[src/rtl/unibus_arbiter_if.sv]
// Unibus arbiter signal bundle: request/handshake inputs and grant outputs.
// arb_stats is present only when ARB_STATS_EN is defined.
interface unibus_arbiter_if;
    logic [7:4]  bus_br_in_l;
    logic        bus_npr_in_l;
    logic        bus_sack_in_l;
    logic        bus_bbsy_in_l;
    logic        bus_init_in_l;
    logic [2:0]  cpu_pri;
    logic        cpu_instend;
    logic        cpu_busreq;
    logic        cpu_busgnt;
    logic [7:4]  bus_bg_out_h;
    logic        bus_npg_out_h;
    logic [2:0]  arb_state;
`ifdef ARB_STATS_EN
    logic [31:0] arb_stats;
`endif

    modport master (
        input  bus_br_in_l, bus_npr_in_l, bus_sack_in_l, bus_bbsy_in_l, bus_init_in_l,
        input  cpu_pri, cpu_instend, cpu_busreq,
`ifdef ARB_STATS_EN
        output arb_stats,
`endif
        output cpu_busgnt, bus_bg_out_h, bus_npg_out_h, arb_state
    );

    modport slave (
        output bus_br_in_l, bus_npr_in_l, bus_sack_in_l, bus_bbsy_in_l, bus_init_in_l,
        output cpu_pri, cpu_instend, cpu_busreq,
`ifdef ARB_STATS_EN
        input  arb_stats,
`endif
        input  cpu_busgnt, bus_bg_out_h, bus_npg_out_h, arb_state
    );
endinterface

[src/rtl/unibus_arbiter.sv]
// Central Unibus arbiter: NPR/BR grant issue, SACK handshake, CPU bus mastership.
// Define ARB_STATS_EN to add the saturating ack/timeout counters on arb_stats.
module unibus_arbiter #(
    parameter int SACK_TMO = 1000,
    parameter int DESKEW   = 8
) (
    input logic              CLOCK,
    input logic              RESET_N,
    unibus_arbiter_if.master bus
);
    localparam int TMO_W = $clog2(SACK_TMO + 1);
    localparam int DSK_W = $clog2(DESKEW + 1);

    typedef enum logic [2:0] {
        IDLE   = 3'd0,
        CPU    = 3'd1,
        GRANT  = 3'd2,
        ACKED  = 3'd3,
        WAITBB = 3'd4
    } state_t;

    state_t           state, state_next;
    logic [7:0]       sync_a, sync_b;
    logic [7:4]       br, br_pick;
    logic             npr, sack, bbsy, init;
    logic [7:4]       bg, bg_next;
    logic             npg, npg_next, cgnt, cgnt_next;
    logic [TMO_W-1:0] tmo, tmo_next;
    logic [DSK_W-1:0] dsk, dsk_next;
    logic             dsk_done;

    // Two-flop synchronizers; flops idle at the negated (high) level.
    always_ff @(posedge CLOCK or negedge RESET_N) begin
        if (!RESET_N) begin
            sync_a <= '1;
            sync_b <= '1;
        end else begin
            sync_a <= {bus.bus_br_in_l, bus.bus_npr_in_l, bus.bus_sack_in_l,
                       bus.bus_bbsy_in_l, bus.bus_init_in_l};
            sync_b <= sync_a;
        end
    end

    assign {br, npr, sack, bbsy, init} = ~sync_b;
    assign dsk_done = (dsk == '0);

    always_comb begin
        br_pick = '0;
        for (int n = 4; n <= 7; n++) begin
            if (br[n] && bus.cpu_instend && (n > int'(bus.cpu_pri))) begin
                br_pick    = '0;
                br_pick[n] = 1'b1;
            end
        end
    end

    always_comb begin
        state_next = state;
        bg_next    = bg;
        npg_next   = npg;
        cgnt_next  = cgnt;
        tmo_next   = tmo;
        dsk_next   = dsk_done ? dsk : dsk - DSK_W'(1);
        case (state)
            IDLE: begin
                if (npr && dsk_done) begin
                    state_next = GRANT;
                    npg_next   = 1'b1;
                    tmo_next   = '0;
                end else if ((br_pick != '0) && dsk_done) begin
                    state_next = GRANT;
                    bg_next    = br_pick;
                    tmo_next   = '0;
                end else if (bus.cpu_busreq && !bbsy) begin
                    state_next = CPU;
                    cgnt_next  = 1'b1;
                end
            end
            CPU: begin
                // Releasing the CPU grant also restarts the deskew window.
                if (!bus.cpu_busreq) begin
                    state_next = IDLE;
                    cgnt_next  = 1'b0;
                    dsk_next   = DSK_W'(DESKEW);
                end
            end
            GRANT: begin
                if (sack) begin
                    state_next = ACKED;
                    bg_next    = '0;
                    npg_next   = 1'b0;
                    dsk_next   = DSK_W'(DESKEW);
                end else if (tmo == TMO_W'(SACK_TMO - 1)) begin
                    state_next = IDLE;
                    bg_next    = '0;
                    npg_next   = 1'b0;
                    dsk_next   = DSK_W'(DESKEW);
                end else begin
                    tmo_next = tmo + TMO_W'(1);
                end
            end
            ACKED: begin
                if (bbsy || !sack) state_next = WAITBB;
            end
            WAITBB: begin
                if (!bbsy && !sack) state_next = IDLE;
            end
            default: begin
                state_next = IDLE;
                bg_next    = '0;
                npg_next   = 1'b0;
                cgnt_next  = 1'b0;
            end
        endcase
        if (init) begin
            state_next = IDLE;
            bg_next    = '0;
            npg_next   = 1'b0;
            cgnt_next  = 1'b0;
            tmo_next   = '0;
            dsk_next   = '0;
        end
    end

    always_ff @(posedge CLOCK or negedge RESET_N) begin
        if (!RESET_N) begin
            state <= IDLE;
            bg    <= '0;
            npg   <= 1'b0;
            cgnt  <= 1'b0;
            tmo   <= '0;
            dsk   <= '0;
        end else begin
            state <= state_next;
            bg    <= bg_next;
            npg   <= npg_next;
            cgnt  <= cgnt_next;
            tmo   <= tmo_next;
            dsk   <= dsk_next;
        end
    end

    assign bus.bus_bg_out_h  = bg;
    assign bus.bus_npg_out_h = npg;
    assign bus.cpu_busgnt    = cgnt;
    assign bus.arb_state     = state;

`ifdef ARB_STATS_EN
    logic [15:0] ack_cnt, to_cnt;
    logic        ack_evt, to_evt;

    assign ack_evt = (state == GRANT) && (state_next == ACKED);
    assign to_evt  = (state == GRANT) && (state_next == IDLE) && !init;

    always_ff @(posedge CLOCK or negedge RESET_N) begin
        if (!RESET_N) begin
            ack_cnt <= '0;
            to_cnt  <= '0;
        end else if (init) begin
            ack_cnt <= '0;
            to_cnt  <= '0;
        end else begin
            if (ack_evt && (ack_cnt != 16'hFFFF)) ack_cnt <= ack_cnt + 16'd1;
            if (to_evt && (to_cnt != 16'hFFFF))   to_cnt  <= to_cnt + 16'd1;
        end
    end

    assign bus.arb_stats = {to_cnt, ack_cnt};
`endif
endmodule

[src/flat_wrapper.sv]
// flat-port wrapper written by rule: the top's interface ports become plain ports
module unibus_arbiter_flat 
#(
    parameter int SACK_TMO = 1000,
    parameter int DESKEW   = 8
)
  (CLOCK, RESET_N, bus_bus_br_in_l, bus_bus_npr_in_l, bus_bus_sack_in_l, bus_bus_bbsy_in_l, bus_bus_init_in_l, bus_cpu_pri, bus_cpu_instend, bus_cpu_busreq, bus_cpu_busgnt, bus_bus_bg_out_h, bus_bus_npg_out_h, bus_arb_state);
  unibus_arbiter_if bus_i ();
  input logic CLOCK;
  input logic RESET_N;
  input wire logic [$bits(bus_i.bus_br_in_l)-1:0] bus_bus_br_in_l;
  input wire logic [$bits(bus_i.bus_npr_in_l)-1:0] bus_bus_npr_in_l;
  input wire logic [$bits(bus_i.bus_sack_in_l)-1:0] bus_bus_sack_in_l;
  input wire logic [$bits(bus_i.bus_bbsy_in_l)-1:0] bus_bus_bbsy_in_l;
  input wire logic [$bits(bus_i.bus_init_in_l)-1:0] bus_bus_init_in_l;
  input wire logic [$bits(bus_i.cpu_pri)-1:0] bus_cpu_pri;
  input wire logic [$bits(bus_i.cpu_instend)-1:0] bus_cpu_instend;
  input wire logic [$bits(bus_i.cpu_busreq)-1:0] bus_cpu_busreq;
  output wire logic [$bits(bus_i.cpu_busgnt)-1:0] bus_cpu_busgnt;
  output wire logic [$bits(bus_i.bus_bg_out_h)-1:0] bus_bus_bg_out_h;
  output wire logic [$bits(bus_i.bus_npg_out_h)-1:0] bus_bus_npg_out_h;
  output wire logic [$bits(bus_i.arb_state)-1:0] bus_arb_state;
  assign bus_i.bus_br_in_l = bus_bus_br_in_l;
  assign bus_i.bus_npr_in_l = bus_bus_npr_in_l;
  assign bus_i.bus_sack_in_l = bus_bus_sack_in_l;
  assign bus_i.bus_bbsy_in_l = bus_bus_bbsy_in_l;
  assign bus_i.bus_init_in_l = bus_bus_init_in_l;
  assign bus_i.cpu_pri = bus_cpu_pri;
  assign bus_i.cpu_instend = bus_cpu_instend;
  assign bus_i.cpu_busreq = bus_cpu_busreq;
  assign bus_cpu_busgnt = bus_i.cpu_busgnt;
  assign bus_bus_bg_out_h = bus_i.bus_bg_out_h;
  assign bus_bus_npg_out_h = bus_i.bus_npg_out_h;
  assign bus_arb_state = bus_i.arb_state;
  unibus_arbiter #(.SACK_TMO(SACK_TMO), .DESKEW(DESKEW)) u_core (.CLOCK(CLOCK), .RESET_N(RESET_N), .bus(bus_i));
endmodule
[config.mk]
export PLATFORM = sky130hd
export DESIGN_NAME = unibus_arbiter_flat
export DESIGN_NICKNAME = d
export VERILOG_FILES = /design/src/rtl/unibus_arbiter_if.sv /design/src/rtl/unibus_arbiter.sv /design/src/flat_wrapper.sv
export SDC_FILE = /design/constraint.sdc
export NUM_CORES = 1
export LEC_CHECK = 0
export BUFFER_PORTS_ARGS = -buffer_cell sky130_fd_sc_hd__buf_4
export CORE_UTILIZATION = 40
export DETAILED_ROUTE_END_ITERATION = 16
export GPL_TIMING_DRIVEN = 0
export SETUP_SLACK_MARGIN = 0.4
export SYNTH_ARGS = -nofsm -noshare
export SYNTH_HDL_FRONTEND = slang
export SYNTH_SLANG_ARGS = --single-unit
export TNS_END_PERCENT = 10
[constraint.sdc]
create_clock -name CLOCK -period 3.05 [get_ports CLOCK]
set_input_delay 0.305 -clock CLOCK [delete_from_list [all_inputs] [get_ports CLOCK]]
set_output_delay 0.305 -clock CLOCK [all_outputs]
set_load 0.02 [all_outputs]
==> flow_summary.toml, run 1 <==
[routing]
vias = 1582
met3_length_um = 299
dr.pass1.iters = 10
ant_nets = 0
routed.top_layer = "met4"
route.met2.wl_mm = 1.85
wl_mm = 4.06
drt_iter0_markers = 118
vias_per_cell = 5.82
wl_met1_mm = 1.84
wl_per_cell_um = 14.9
route.detailed.drc = 1

[placed_design]
port_buffers = 23
gp_congestion = 0.887
place_area_um2 = 2160
dp_hpwl_mm = 2.96

[power_and_ir_drop]
p_seq_frac = 0.407
clockPowerShare = 0.220
p_sw_uw = 583
peakVddDrop_mv = 0.346
pwr-share-comb = 0.373
sw_frac_of_total = 0.370
power.leakage_uw = 0.00103
p_int_uw = 995
power_density_nw_per_um2 = 700

[layout]
n_antenna_cell = 0
synthToLayoutAreaGrowth_pct = 17.5
drive_gt1_frac = 0.259
fin_nets = 236
fin_area_um2 = 2260
n_fill_cell = 431
utilization = 0.504

[global_route]
first_global_vias = 1521
grt_max_degree = 40
gr-total-overflow = 0
grt_pass1_wl_mm = 7.02
grt_usage = 0.179
antenna_found_initial = 0

[worst_setup_path]
endpoint_kind = "flop"
required_ns = 3.22
start_kind = "flop"
path_max_fanout = 7
critPathKind = "flop to flop"
critPathArrivalTime_ns = 2.34
cp_slowest_cell = "dfrtp_1"
cp_cell_sequence = "and4bb_1 -> nand2_1 -> nor2_1 -> or2_1 -> mux2_1"
critPathMaxStageDelay_ns = 0.46

[clock_network]
hold_buffers = 1
cts.clk_slew.worst_paths_ns = 0.08
cts_buffers = 5
post_cts_buffers = 0
clock_sinks = 39
htree_levels = 2
clockBufferDepth = 2
worstSkewPairLatency_ns = 0.29
cts_tree = "built"
clockRootBuffer = "clkbuf_8"
cts_resized = 0

[timing]
worst_clock_skew_ns = 0.00898
tightest_slew_ns = 0.530
setup_tns_ns = 0
finalMaxSlewViolations = 0
hold_violations = 0
max_freq_mhz = 461
rsz0062_at_grt = "no"
post-route-min-period_ns = 2.17
slew-limit-headroom = 0.644
period_share = 0.712
finalSetupViolCount = 0

[job]
drv_cap = 0

[die]
io_pins = 24
rows = 24
die-area_um2 = 5080
initial_utilization = 0.429
core-area_um2 = 4470
die_h_um = 71.3
die_w_um = 71.3

[outcome]
failed_checks = "design-rule violations"
status = "complete, but fails checks"

[synthesis]
ys_seq_area_frac = 0.519
synth_edf_count = 0
async_flop_share = 1.00
synth.most_common_cell = "dfrtp_1"
syn_area_um2 = 1920
synthTopCellsByCount = "23 x dfrtp_1, 16 x dfstp_2, 16 x nor2_1, 13 x o21ai_0, 12 x nand2_1"
yosys_most_used_dff = "dfrtp_1"
synth_area_leaders = "dfrtp_1 30%, dfstp_2 22%, o21ai_0 3.4%"
yosys_warnings = 0
ys_types = 51
ys_ff_latch = 39
synth.avg_cell_area_um2 = 10.2
syn_nets = 205
synth_top_area_frac = 0.300
synthCells = 188
synth.largest_area_cell = "dfrtp_1"

[min_path]
hp-class = "input port to flop"
## final timing paths
path	startpoint	end	slack, ns	depth (start not counted)
min reg2reg	u_core.sync_a[7]	u_core.sync_b[7]	0.36	0
max reg2reg	u_core.bus.arb_state[0]	u_core.bus.bus_bg_out_h[5]	0.88	5
max in group asynchronous	RESET_N	u_core.sync_a[5]	2.16	2
min	bus_bus_bbsy_in_l	u_core.sync_a[1]	0.11	1
min in group asynchronous	RESET_N	u_core.dsk[3]	0.52	2
max	u_core.bus.arb_state[0]	u_core.bus.bus_bg_out_h[5]	0.88	5
## cell families (layout without fill, tap and decap cells)
| group | Yosys count | count (layout) | synth area share |
|---|---|---|---|
| AND/OR/NAND/NOR | 73 | 73 | 0.218 |
| AO/OA/AOI/OAI | 57 | 57 | 0.195 |
| flip-flops | 39 | 39 | 0.519 |
| buffers and inverters | 12 | 44 | 0.0280 |
| multiplexers | 4 | 4 | 0.0221 |
| adder cells (fa/ha/maj) | 2 | 2 | 0.0130 |
| XOR/XNOR | 1 | 1 | 0.00456 |
## flip-flops by register name (all words and copies together) (netlist names)
register / count
u_core.tmo: 10
u_core.bus.arb_state: 3
u_core.bus.bus_bg_out_h: 4
u_core.bus.cpu_busgnt: 1
u_core.sync_a: 8
u_core.sync_b: 8
u_core.dsk: 4
u_core.bus.bus_npg_out_h: 1
## placed cells by master (no fill, tap or decap), types with 5 or more instances in the layout
cell      count
clkbuf_8      5
dfrtp_1      23
a21o_1        6
dfstp_2      16
o21ai_0      13
and3_1        6
inv_1         7
a21oi_1       8
buf_4        23
o21ai_1       5
nor2_1       16
nand2_1      12
nand3_1       6
## through the flow
stage / worst slack (ns) / power (µW) / hold WS [ns] / std cells
floorplan: 1.21 / 1060 / 0.00941 / 188
global placement: 0.933 / 1210 / 0.299 / 263
detailed placement: 0.903 / 1230 / 0.304 / 263
CTS: 0.880 / 1590 / 0.109 / 272
global route: 0.751 / 1700 / 0.0935 / 272
finish: 0.879 / 1580 / 0.112 / 272
## metal layers
metal,track usage,up-vias
met3,0.0563,10
li1,-,751
met4,0.0778,0
met2,0.269,55
met5,0,-
met1,0.241,766
## power by group through the flow
stage | registers [µW] | clock network (µW) | logic, µW
floorplan | 670 | 0 | 390
global placement | 649 | 0 | 560
detailed placement | 652 | 0 | 582
CTS | 643 | 358 | 587
global route | 654 | 386 | 659
finish | 643 | 347 | 588
## critical path, delay by kind of cell (launching register included)
family / cells / cell delay [ns]
AND/OR/NAND/NOR: 4 / 1.26
flip-flops: 1 / 0.46
multiplexers: 1 / 0.33
## final cells by class
cell class,count,area [µm²],area share
flip-flops and latches,39,996,0.441
repair buffers,24,183,0.0810
multi-input cells,137,871,0.386
plain buffers,5,27.5,0.0122
clock buffers,5,68.8,0.0305
well taps,52,65.1,0.0288
inverters,7,26.3,0.0116
clock inverters,3,18.8,0.00832
Power figures use the tool's default switching activity.
==> run 2: changes to the inputs <==
- clock period: 3.05 -> 1.85 ns (I/O delays scaled with it)
==> flow_summary.toml, run 2 (synthesis gave the netlist of run 1 again) <==
[global_route]
grt_pass1_wl_mm = 7.29
grt_max_degree = 40
grt_usage = 0.184
antenna_found_initial = 0
first_global_vias = 1569
gr-total-overflow = 0

[layout]
fin_cells = 293
layout_common_cells = "35 x buf_4, 23 x dfrtp_1, 16 x dfstp_2"
top_regs = "u_core.tmo x10, u_core.sync_a x8, u_core.sync_b x8"
n_fill_cell = 387
utilization = 0.582
drive_gt1_frac = 0.390
n_antenna_cell = 0
fin_nets = 257
regArea_um2 = 996
multi_input_area_um2 = 1000
final_common_cell = "buf_4"
synthToLayoutAreaGrowth_pct = 35.6
largest_register_ffs = 10
regMostFlops = "u_core.tmo"

[power_and_ir_drop]
p_int_uw = 2030
power_density_nw_per_um2 = 1190
sw_frac_of_total = 0.346
peakVddDrop_mv = 0.573
p_sw_uw = 1080
clockPowerShare = 0.236
pwr-share-comb = 0.417
power.leakage_uw = 0.00118
p_seq_frac = 0.347

[timing]
period_share = 0.999
setup_tns_ns = 0
worst_clock_skew_ns = 0.00357
hold_violations = 0
max_freq_mhz = 541
rsz0062_at_grt = "yes"
finalMaxSlewViolations = 0
finalSetupViolCount = 0
slew-limit-headroom = 0.656
post-route-min-period_ns = 1.85
tightest_slew_ns = 0.516

[die]
initial_utilization = 0.429
io_pins = 24
rows = 24
die_h_um = 71.3
die_w_um = 71.3
die-area_um2 = 5080
core-area_um2 = 4470

[clock_network]
cts_tree = "built"
cts.clk_slew.worst_paths_ns = 0.08
htree_levels = 2
clockRootBuffer = "clkbuf_8"
clockBufferDepth = 2
cts_buffers = 5
clock_sinks = 39
worstSkewPairLatency_ns = 0.29

[worst_setup_path]
crit_end = "u_core.tmo[3]"
critPathArrivalTime_ns = 2.03
critPathKind = "flop to flop"
required_ns = 2.04
reg2reg_slack_ns = 0.002
r2r_end = "u_core.tmo[3]"
reg2reg_depth = 8
reg2reg_from = "u_core.dsk[0]"
path_max_fanout = 8
endpoint_kind = "flop"
cp-startpoint = "u_core.dsk[0]"
start_kind = "flop"

[job]
drv_cap = 0

[routing]
ant_nets = 0
vias = 1618
route.detailed.drc = 2
dr.pass1.iters = 10
vias_per_cell = 5.52
wl_mm = 4.43
drt_iter0_markers = 102
wl_per_cell_um = 15.1

[min_path]
hp-class = "input port to flop"

[placed_design]
gp_congestion = 0.849
placed_cells = 263
port_buffers = 23
dp_hpwl_mm = 2.97

[outcome]
failed_checks = "design-rule violations"
status = "complete, but fails checks"
[run 2: cell count changes in the layout (fill, tap and decap cells not counted), sizes merged]
cell / change
bufinv: +1
clkinvlp: -1
dlygate4sd3: +8
buf: +13
[run 2: per-stage QoR]
stage          power (µW)  hold slack, ns  area [µm²]  worst slack (ns)
6_report             3110           0.189        2610           0.00243
5_1_grt              3300           0.185        2610            -0.122
4_1_cts              3010           0.190        2500          -0.00504
3_5_place_dp         2050           0.189        2170            -0.108
3_3_place_gp         2020           0.179        2170            -0.120
2_1_floorplan        1780          -0.111        1930            0.0524
[run 2: worst min path at each step]
stage	from	to	slack, ns	depth (start not counted)
3_3_place_gp	RESET_N	u_core.dsk[3]	0.18	1
3_5_place_dp	RESET_N	u_core.bus.cpu_busgnt	0.19	1
6_report	bus_cpu_instend	u_core.bus.bus_bg_out_h[6]	0.19	3
2_1_floorplan	RESET_N	u_core.bus.arb_state[0]	-0.11	0
4_1_cts	bus_cpu_instend	u_core.bus.bus_bg_out_h[6]	0.19	3
5_1_grt	bus_cpu_instend	u_core.bus.bus_bg_out_h[6]	0.19	3
[run 2: cell type report]
type | count | area share
Multi-Input combinational cell | 137 | 0.384
Sequential cell | 39 | 0.382
Timing Repair Buffer | 45 | 0.141
Clock buffer | 5 | 0.0264
Tap cell | 52 | 0.0250
Clock inverter | 3 | 0.0183
Buffer | 5 | 0.0125
Inverter | 7 | 0.0101
[run 2: power by group through the flow]
stage               Combinational, µW  Clock [µW]  Sequential, µW
floorplan                         668           0            1110
global placement                  951           0            1070
detailed placement                971           0            1080
CTS                              1180         755            1070
global route                     1420         795            1090
finish                           1300         734            1080
[run 2: worst max-delay path: stages, from the launching register on]
cell     delay [ns]
dfrtp_1        0.40
inv_2          0.09
ha_4           0.14
or3b_4         0.38
nor4_2         0.13
and3_1         0.21
buf_6          0.13
o22ai_2        0.08
a22o_1         0.18
[run 2: timing repair]
action	4_1_cts	5_1_grt
pin swaps	12	10
buffers inserted	7	6
hold endpoints to repair	31	0
gates resized for setup	17	17
setup endpoints to repair	22	23
hold buffers	9	0
cloned	0	0
[run 2: layer usage]
metal	track usage	up-vias	wire, µm	part of all wire
met4	0.0689	0	20	0.0045
met1	0.245	788	2070	0.47
met2	0.294	37	2160	0.49
met5	0	-	0	0
li1	-	789	-	-
met3	0.0436	4	179	0.040
